`src/rtl/ipsxe_floating_point_pkg_v1_0.sv`:
```
`default_nettype none
// ----------------------------------------------------------------------------
// ipsxe_floating_point_pkg_v1_0 : shared constants/types for the a/b/c/op join
// Rev 1.0 : initial release
// ----------------------------------------------------------------------------
package ipsxe_floating_point_pkg_v1_0;

  localparam int c_fifo_depth = 2;
  localparam int c_cnt_width  = 2;
  localparam int c_ptr_width  = $clog2(c_fifo_depth);

  typedef logic [c_cnt_width-1:0] cnt_t;
  typedef logic [c_ptr_width-1:0] ptr_t;

  function automatic cnt_t next_count(input cnt_t cnt, input logic push, input logic pop);
    return cnt + cnt_t'(push) - cnt_t'(pop);
  endfunction

endpackage
`default_nettype wire

```
`src/rtl/ipsxe_floating_point_chan_fifo_v1_0.sv`:
```
`default_nettype none
// ----------------------------------------------------------------------------
// ipsxe_floating_point_chan_fifo_v1_0 : 2-entry channel buffer, registered ready
// Rev 1.0 : initial release
// ----------------------------------------------------------------------------
module ipsxe_floating_point_chan_fifo_v1_0
  import ipsxe_floating_point_pkg_v1_0::*;
#(
  parameter int WIDTH = 32
) (
  input  logic             clk,
  input  logic             rst,
  input  logic             i_valid,
  input  logic [WIDTH-1:0] i_data,
  input  logic             i_pop,
  output logic             o_ready,
  output logic             o_not_empty,
  output logic [WIDTH-1:0] o_data
);

  logic [WIDTH-1:0] r_mem [c_fifo_depth];
  ptr_t             r_wr_ptr;
  ptr_t             r_rd_ptr;
  cnt_t             r_count;
  logic             r_ready;

  logic             w_push;
  logic             w_pop;
  cnt_t             w_count_nxt;

  // Ready already reflects free space, so a push can never overwrite a live entry.
  assign w_push      = i_valid & r_ready;
  assign w_pop       = i_pop & (r_count != '0);
  assign w_count_nxt = next_count(r_count, w_push, w_pop);

  always_ff @(posedge clk) begin
    if (rst) begin
      r_wr_ptr <= '0;
      r_rd_ptr <= '0;
      r_count  <= '0;
      r_ready  <= 1'b0;
      for (int i = 0; i < c_fifo_depth; i++) begin
        r_mem[i] <= '0;
      end
    end else begin
      if (w_push) begin
        r_mem[r_wr_ptr] <= i_data;
        r_wr_ptr        <= r_wr_ptr + 1'b1;
      end
      if (w_pop) begin
        r_rd_ptr <= r_rd_ptr + 1'b1;
      end
      r_count <= w_count_nxt;
      r_ready <= (w_count_nxt < cnt_t'(c_fifo_depth));
    end
  end

  assign o_ready     = r_ready;
  assign o_not_empty = (r_count != '0);
  assign o_data      = r_mem[r_rd_ptr];

endmodule
`default_nettype wire

```
`src/rtl/ipsxe_floating_point_abcop_join_v1_0.sv`:
```
`default_nettype none
// ----------------------------------------------------------------------------
// ipsxe_floating_point_abcop_join_v1_0 : joins a/b/c/op AXI4-Stream channels
// Rev 1.0 : initial release
// ----------------------------------------------------------------------------
module ipsxe_floating_point_abcop_join_v1_0
  import ipsxe_floating_point_pkg_v1_0::*;
#(
  parameter int DATA_WIDTH = 32,
  parameter int OP_WIDTH   = 8,
  parameter int HAS_C      = 1
) (
  input  logic                  i_aclk,
  input  logic                  i_rst,
  input  logic                  i_axi4s_a_tvalid,
  input  logic [DATA_WIDTH-1:0] i_axi4s_a_tdata,
  output logic                  o_axi4s_a_tready,
  input  logic                  i_axi4s_b_tvalid,
  input  logic [DATA_WIDTH-1:0] i_axi4s_b_tdata,
  output logic                  o_axi4s_b_tready,
  input  logic                  i_axi4s_c_tvalid,
  input  logic [DATA_WIDTH-1:0] i_axi4s_c_tdata,
  output logic                  o_axi4s_c_tready,
  input  logic                  i_axi4s_operation_tvalid,
  input  logic [OP_WIDTH-1:0]   i_axi4s_operation_tdata,
  output logic                  o_axi4s_operation_tready,
  output logic                  o_axi4s_abcop_tvalid,
  input  logic                  i_axi4s_abcop_tready,
  output logic [DATA_WIDTH-1:0] o_a_tdata,
  output logic [DATA_WIDTH-1:0] o_b_tdata,
  output logic [DATA_WIDTH-1:0] o_c_tdata,
  output logic [OP_WIDTH-1:0]   o_operation_tdata
);

  logic w_a_ne;
  logic w_b_ne;
  logic w_c_ne;
  logic w_op_ne;
  logic w_join_valid;
  logic w_pop;

  // Every present channel pops together, so a join is never partial.
  assign w_join_valid = w_a_ne & w_b_ne & w_c_ne & w_op_ne;
  assign w_pop        = w_join_valid & i_axi4s_abcop_tready;

  ipsxe_floating_point_chan_fifo_v1_0 #(.WIDTH(DATA_WIDTH)) u_fifo_a (
    .clk         (i_aclk),
    .rst         (i_rst),
    .i_valid     (i_axi4s_a_tvalid),
    .i_data      (i_axi4s_a_tdata),
    .i_pop       (w_pop),
    .o_ready     (o_axi4s_a_tready),
    .o_not_empty (w_a_ne),
    .o_data      (o_a_tdata)
  );

  ipsxe_floating_point_chan_fifo_v1_0 #(.WIDTH(DATA_WIDTH)) u_fifo_b (
    .clk         (i_aclk),
    .rst         (i_rst),
    .i_valid     (i_axi4s_b_tvalid),
    .i_data      (i_axi4s_b_tdata),
    .i_pop       (w_pop),
    .o_ready     (o_axi4s_b_tready),
    .o_not_empty (w_b_ne),
    .o_data      (o_b_tdata)
  );

  ipsxe_floating_point_chan_fifo_v1_0 #(.WIDTH(OP_WIDTH)) u_fifo_op (
    .clk         (i_aclk),
    .rst         (i_rst),
    .i_valid     (i_axi4s_operation_tvalid),
    .i_data      (i_axi4s_operation_tdata),
    .i_pop       (w_pop),
    .o_ready     (o_axi4s_operation_tready),
    .o_not_empty (w_op_ne),
    .o_data      (o_operation_tdata)
  );

  generate
    if (HAS_C != 0) begin : g_c_present
      ipsxe_floating_point_chan_fifo_v1_0 #(.WIDTH(DATA_WIDTH)) u_fifo_c (
        .clk         (i_aclk),
        .rst         (i_rst),
        .i_valid     (i_axi4s_c_tvalid),
        .i_data      (i_axi4s_c_tdata),
        .i_pop       (w_pop),
        .o_ready     (o_axi4s_c_tready),
        .o_not_empty (w_c_ne),
        .o_data      (o_c_tdata)
      );
    end else begin : g_c_absent
      // Absent c channel never gates the join and never accepts data.
      logic w_c_unused;
      assign w_c_unused       = ^{i_axi4s_c_tvalid, i_axi4s_c_tdata};
      assign w_c_ne           = 1'b1;
      assign o_c_tdata        = '0;
      assign o_axi4s_c_tready = 1'b0;
    end
  endgenerate

  assign o_axi4s_abcop_tvalid = w_join_valid;

endmodule
`default_nettype wire

```
`config.mk`:
```
export PLATFORM = sky130hd
export DESIGN_NAME = ipsxe_floating_point_abcop_join_v1_0
export DESIGN_NICKNAME = d
export VERILOG_FILES = /design/src/rtl/ipsxe_floating_point_pkg_v1_0.sv /design/src/rtl/ipsxe_floating_point_chan_fifo_v1_0.sv /design/src/rtl/ipsxe_floating_point_abcop_join_v1_0.sv
export SDC_FILE = /design/constraint.sdc
export NUM_CORES = 1
export LEC_CHECK = 0
export BUFFER_PORTS_ARGS = -buffer_cell sky130_fd_sc_hd__buf_2
export CORE_UTILIZATION = 30
export DETAILED_ROUTE_END_ITERATION = 16
export PLACE_DENSITY = 0.52
export RECOVER_POWER = 25
export SLEW_MARGIN = 0
export SYNTH_ARGS = -nofsm -noshare
export SYNTH_HDL_FRONTEND = slang
export SYNTH_SLANG_ARGS = --single-unit
```
`constraint.sdc`:
```
create_clock -name i_aclk -period 2.65 [get_ports i_aclk]
set_input_delay 0.265 -clock i_aclk [delete_from_list [all_inputs] [get_ports i_aclk]]
set_output_delay 0.265 -clock i_aclk [all_outputs]
set_load 0.005 [all_outputs]
```
==> out/results.ini, run 1 <==
[sta]
rsz0062_at_grt=false
fin_tns_setup_ps=0
tightest_slew_ps=1280
finalSetupViolations=0
hold_viol_final=0
min_period_ps=2090
finalMaxSlewViolations=0
hold_slack_ps=26.4
fin_skew_ps=10.3
maxSlewHeadroom=0.145
max_freq_ghz=0.480
period_share=0.787

[global_route]
gr-total-overflow=0
antenna_found_initial=1
grt_pass1_vias=6042
track_usage=0.124
grt_max_degree=33
grt_pass1_wl_um=32600

[floorplanning]
rows=66
start_util=0.306
pin_count=220
die_height_um=185
coreArea_um2=32700
die_area_um2=34100
fp.dieW_um=185

[detailed_routing]
vias_per_cell=4.21
drtAntennaViolNets=0
drtPass1Iterations=5
wire_per_inst_um=15.0
drc=0
vias=6007
drt_wl_total_um=21500
drt-initial-drc-count=300

[clock_tree]
cts_made_buffers=28
htree_levels=1
cts_tree=built
path_clk_slew_ps=60
hold_buffers=65
clock_path_buffers=3
clk_latency_ps=530
root_buffer=clkbuf_16
cts_resized=0
clock_sinks=232
cts_setup_buffers=0

[synthesis]
async_flop_share=0
syn_inst=671
ys.flop_type=edfxtp_1
ys_types=23
syn_area_per_cell_um2=14.9
syn_nets=790
yosys-top-cells-area=edfxtp_1, and2_1, mux2_2, dfxtp_1, ha_1
yosysTopAreaCellShare=0.623
synth_area_um2=10000
yosysSeqAreaShare=0.671
synth_edf_count=208
yosysWarningCount=0
synth_area_leader_cell=edfxtp_1
ys_ff_latch=232

[power]
p_leak_nw=5.47
ir_drop_uv=399
powerDensity_nw_per_um2=658

[cells_and_area]
diodes=0
final_core_util=0.405
final_cell_mix=buf_2, edfxtp_1, and2_1, mux2_2, dlygate4sd3_1
layoutNonFillerInstCount=1428
drive_gt1_frac=0.391
synthToLayoutAreaGrowth_pct=32.1
mostFrequentLayoutCell=buf_2
nNetsFinal=1086
finalInstanceArea_um2=13200

[placed_design]
gp_congestion=0.702
place_inst=1314
placement.io_buffers=219
place_area_um2=11800
hpwlAfterDp_um=13100

[worst_setup_path]
cp_cell_sequence=nand2_1 -> o21bai_1 -> buf_12
crit_type=reg -> reg
cp_slowest_cell=o21bai_1
crit_arrival_ps=2310
max_stage_delay_ps=1030
path_max_fanout=22
worstPathRequired_ps=2880
critPathLaunchType=register
end_kind=register

[status]
status=complete, no violations

[worst_hold_path]
hp-class=in -> reg

[run]
drv_cap=0

-- sequential cells by signal (all words and copies together) (netlist names), 2 cells and up, named ones only --
signal and flops:
u_fifo_op.r_mem 16, g_c_present.u_fifo_c.r_mem 64, u_fifo_b.r_mem 64, u_fifo_a.r_mem 64, u_fifo_b.r_count 2, u_fifo_op.r_count 2
g_c_present.u_fifo_c.r_count 2, u_fifo_a.r_count 2
-- metal layers --
layer,vias up,track usage,part of all wire
met5,-,0,0.00065
met4,2,0.0423,0.027
met3,36,0.0265,0.057
met2,148,0.215,0.49
met1,2877,0.153,0.42
li1,2944,-,-
-- worst max-delay path: cells and delay by family, from the launching register on --
| kind | cells | cell delay, ps |
|---|---|---|
| flops | 1 | 320 |
| compound gates | 1 | 1030 |
| simple gates | 1 | 150 |
| buf+inv | 1 | 280 |
-- Yosys cell counts, types with 4 or more instances --
master / count
inv_1: 13
edfxtp_1: 208
or2_2: 4
xnor2_1: 8
nor3b_2: 4
and2_1: 208
o21bai_1: 4
ha_1: 8
nor2b_1: 12
mux2_1: 7
xor2_1: 4
dfxtp_1: 24
clkbuf_1: 22
mux2_2: 105
nor3_1: 4
nand2_1: 4
nor2_1: 13
buf_2: 12
-- layout make-up --
class / instances / area, um^2
Multi-Input combinational cell: 391 / 3110
Clock buffer: 38 / 810
Inverter: 13 / 48.8
Tap cell: 442 / 553
Fill cell: 3151 / 19500
Timing Repair Buffer: 301 / 1890
Clock inverter: 11 / 100
Sequential cell: 232 / 6730
-- stage by stage --
stage	power, mW	setup slack, ps
after global routing	9.07	384
after floorplan	4.65	206
after detailed placement	5.01	701
after global placement	5.00	713
after CTS	8.87	498
final	8.71	565
-- power breakdown --
group / internal [mW] / total [mW] / switching, mW
Clock: 2.30 / 3.74 / 1.43
Combinational: 0.366 / 0.703 / 0.337
Sequential: 4.21 / 4.27 / 0.0577
Total: 6.88 / 8.71 / 1.83
-- logic make-up (layout without fill, tap and decap cells) --
| kind of cell | Yosys count | count (layout) | share of synthesized area |
|---|---|---|---|
| simple gates | 253 | 253 | 0.158 |
| flops | 232 | 232 | 0.671 |
| mux | 112 | 112 | 0.126 |
| buf+inv | 48 | 363 | 0.0199 |
| xor+xnor | 12 | 12 | 0.0105 |
| fa+ha+maj | 8 | 8 | 0.00999 |
| compound gates | 6 | 6 | 0.00487 |
-- path summary, 6_finish.rpt --
| path | cells past startpoint | slack (ps) | from | to |
|---|---|---|---|---|
| setup / recovery | 3 | 560 | u_fifo_b.o_ready | u_fifo_b.r_mem[0][21] |
| setup reg to reg | 3 | 560 | u_fifo_b.o_ready | u_fifo_b.r_mem[0][21] |
| hold reg to reg | 2 | 540 | u_fifo_a.r_count[1] | u_fifo_a.o_ready |
| hold / removal | 2 | 30 | i_axi4s_b_tdata[18] | u_fifo_b.r_mem[1][18] |
Power figures use the tool's default switching activity.
==> run 2: changes to the inputs <==
==> constraint.sdc (replaced) <==
create_clock -name i_aclk -period 2.1 [get_ports i_aclk]
set_input_delay 0.21 -clock i_aclk [delete_from_list [all_inputs] [get_ports i_aclk]]
set_output_delay 0.21 -clock i_aclk [all_outputs]
set_load 0.005 [all_outputs]
==> run 2 against run 1 <==
Compared with the run above:
- cell count grew 3.5%
- largest power group unchanged
- critical path type is now reg -> out
- global-route usage is essentially flat
- flip-flop and latch count is the same
- sequential power grew 26%
- largest cell class unchanged
- non-clock buffer count grew 46
- hold slack gained 130 ps
- core utilization grew 1.2 points
- clock skew shrank 2.2 ps
==> out/results.ini, run 2 (same netlist as run 1, synthesis figures left out) <==
[cells_and_area]
finalInstanceArea_um2=13600
final_cell_mix=buf_2, edfxtp_1, and2_1, mux2_2, dlygate4sd3_1
synthToLayoutAreaGrowth_pct=36.0
top_regs=g_c_present.u_fifo_c.r_mem (64), u_fifo_a.r_mem (64), u_fifo_b.r_mem (64)
drive_gt1_frac=0.374
layoutNonFillerInstCount=1478
mostFrequentLayoutCell=buf_2
nNetsFinal=1132

[floorplanning]
coreArea_um2=32700
pin_count=220
die_area_um2=34100
fp.dieW_um=185
start_util=0.306
rows=66
die_height_um=185

[placed_design]
hpwlAfterDp_um=13400
placement.io_buffers=219
gp_congestion=0.682
place_area_um2=11800
place_inst=1320

[worst_setup_path]
path_max_fanout=32
end_kind=primary output
r2r_end=u_fifo_op.r_count[1]
critPathLaunchType=register
r2r_slack_ps=280
crit_arrival_ps=1790
worstPathRequired_ps=1890
rr_worst_depth=8
r2r_start=u_fifo_a.r_count[1]
crit_type=reg -> out

[detailed_routing]
vias=6135
drt-initial-drc-count=224
drtPass1Iterations=4
vias_per_cell=4.15
drtAntennaViolNets=0
drt_wl_total_um=21800
drc=0
wire_per_inst_um=14.7

[clock_tree]
cts_tree=built
htree_levels=1
cts_made_buffers=28
clock_sinks=232
root_buffer=clkbuf_16
clk_latency_ps=530
path_clk_slew_ps=50
clock_path_buffers=3

[global_route]
gr-total-overflow=0
grt_pass1_vias=6234
track_usage=0.125
antenna_found_initial=1
grt_max_degree=33
grt_pass1_wl_um=32900

[run]
drv_cap=0

[power]
p_leak_nw=5.65
powerDensity_nw_per_um2=795
ir_drop_uv=544
finalPower_mw=10.8

[sta]
fin_tns_setup_ps=0
finalSetupViolations=0
hold_viol_final=0
max_freq_ghz=0.501
min_period_ps=2000
tightest_slew_ps=851
fin_skew_ps=8.08
finalMaxSlewViolations=0
maxSlewHeadroom=0.433
period_share=0.951
rsz0062_at_grt=false

[worst_hold_path]
holdPathStages=4
holdCritStartpoint=i_axi4s_operation_tvalid
whs_endpoint=u_fifo_op.r_wr_ptr
hp-class=in -> reg

[status]
status=complete, no violations

-- run 2: changes by cell type in the layout (fill, tap and decap cells not counted), moves of 3 or more --
| cell | before | now |
|---|---|---|
| and2_0 | 38 | 27 |
| and2_1 | 170 | 181 |
| buf_4 | 9 | 12 |
| clkbuf_1 | 8 | 17 |
| clkbuf_8 | 5 | 2 |
| dlygate4sd3_1 | 65 | 105 |
-- run 2: area by class of cell --
type	count	area, um^2
antenna	1	2.50
timing repair buffer	347	2340
fill	3133	19100
inverter	13	48.8
clock buffer	40	787
clock inverter	12	81.3
multi-input combinational	391	3090
tap	442	553
sequential	232	6730
-- run 2: per-stage QoR --
step	hold WS, ps	utilization	setup slack (ps)
after floorplan	408	-	328
after global placement	497	0.361	255
after detailed placement	500	0.361	210
after CTS	153	0.420	53.2
after global routing	172	0.417	18.3
final	160	0.417	103
-- run 2: worst max path at each step --
| stage | to | startpoint | slack, ps | cells past startpoint |
|---|---|---|---|---|
| after floorplan | u_fifo_op.r_count[1] | u_fifo_a.r_count[0] | 330 | 8 |
| after global placement | u_fifo_a.r_count[1] | u_fifo_a.r_count[1] | 260 | 8 |
| after detailed placement | u_fifo_a.r_count[1] | u_fifo_a.r_count[1] | 210 | 8 |
| after CTS | o_b_tdata[30] | register | 50 | 3 |
| after global routing | o_b_tdata[30] | register | 20 | 3 |
| final | o_b_tdata[30] | register | 100 | 3 |
-- run 2: where the power goes --
part | leakage [nW] | switching [mW] | internal (mW)
logic | 2.85 | 0.438 | 0.511
clock network | 0.426 | 1.79 | 2.71
registers | 2.37 | 0.0727 | 5.32
-- run 2: critical path, stage by stage, from the launching register on --
cell and delay (ps):
dfxtp_1 300, buf_4 390, mux2_2 410, buf_2 130
-- run 2: per-layer routing --
metal	GRT usage	up-vias	wire length, um
li1	-	3041	-
met5	0	-	0
met1	0.149	2920	9280
met2	0.221	138	10800
met4	0.0370	0	515
met3	0.0299	36	1150
-- run 2: timing repair --
action,in CTS,in global routing
hold endpoints to repair,211,0
resized for setup,0,0
hold buffers,105,0
setup buffers,0,0
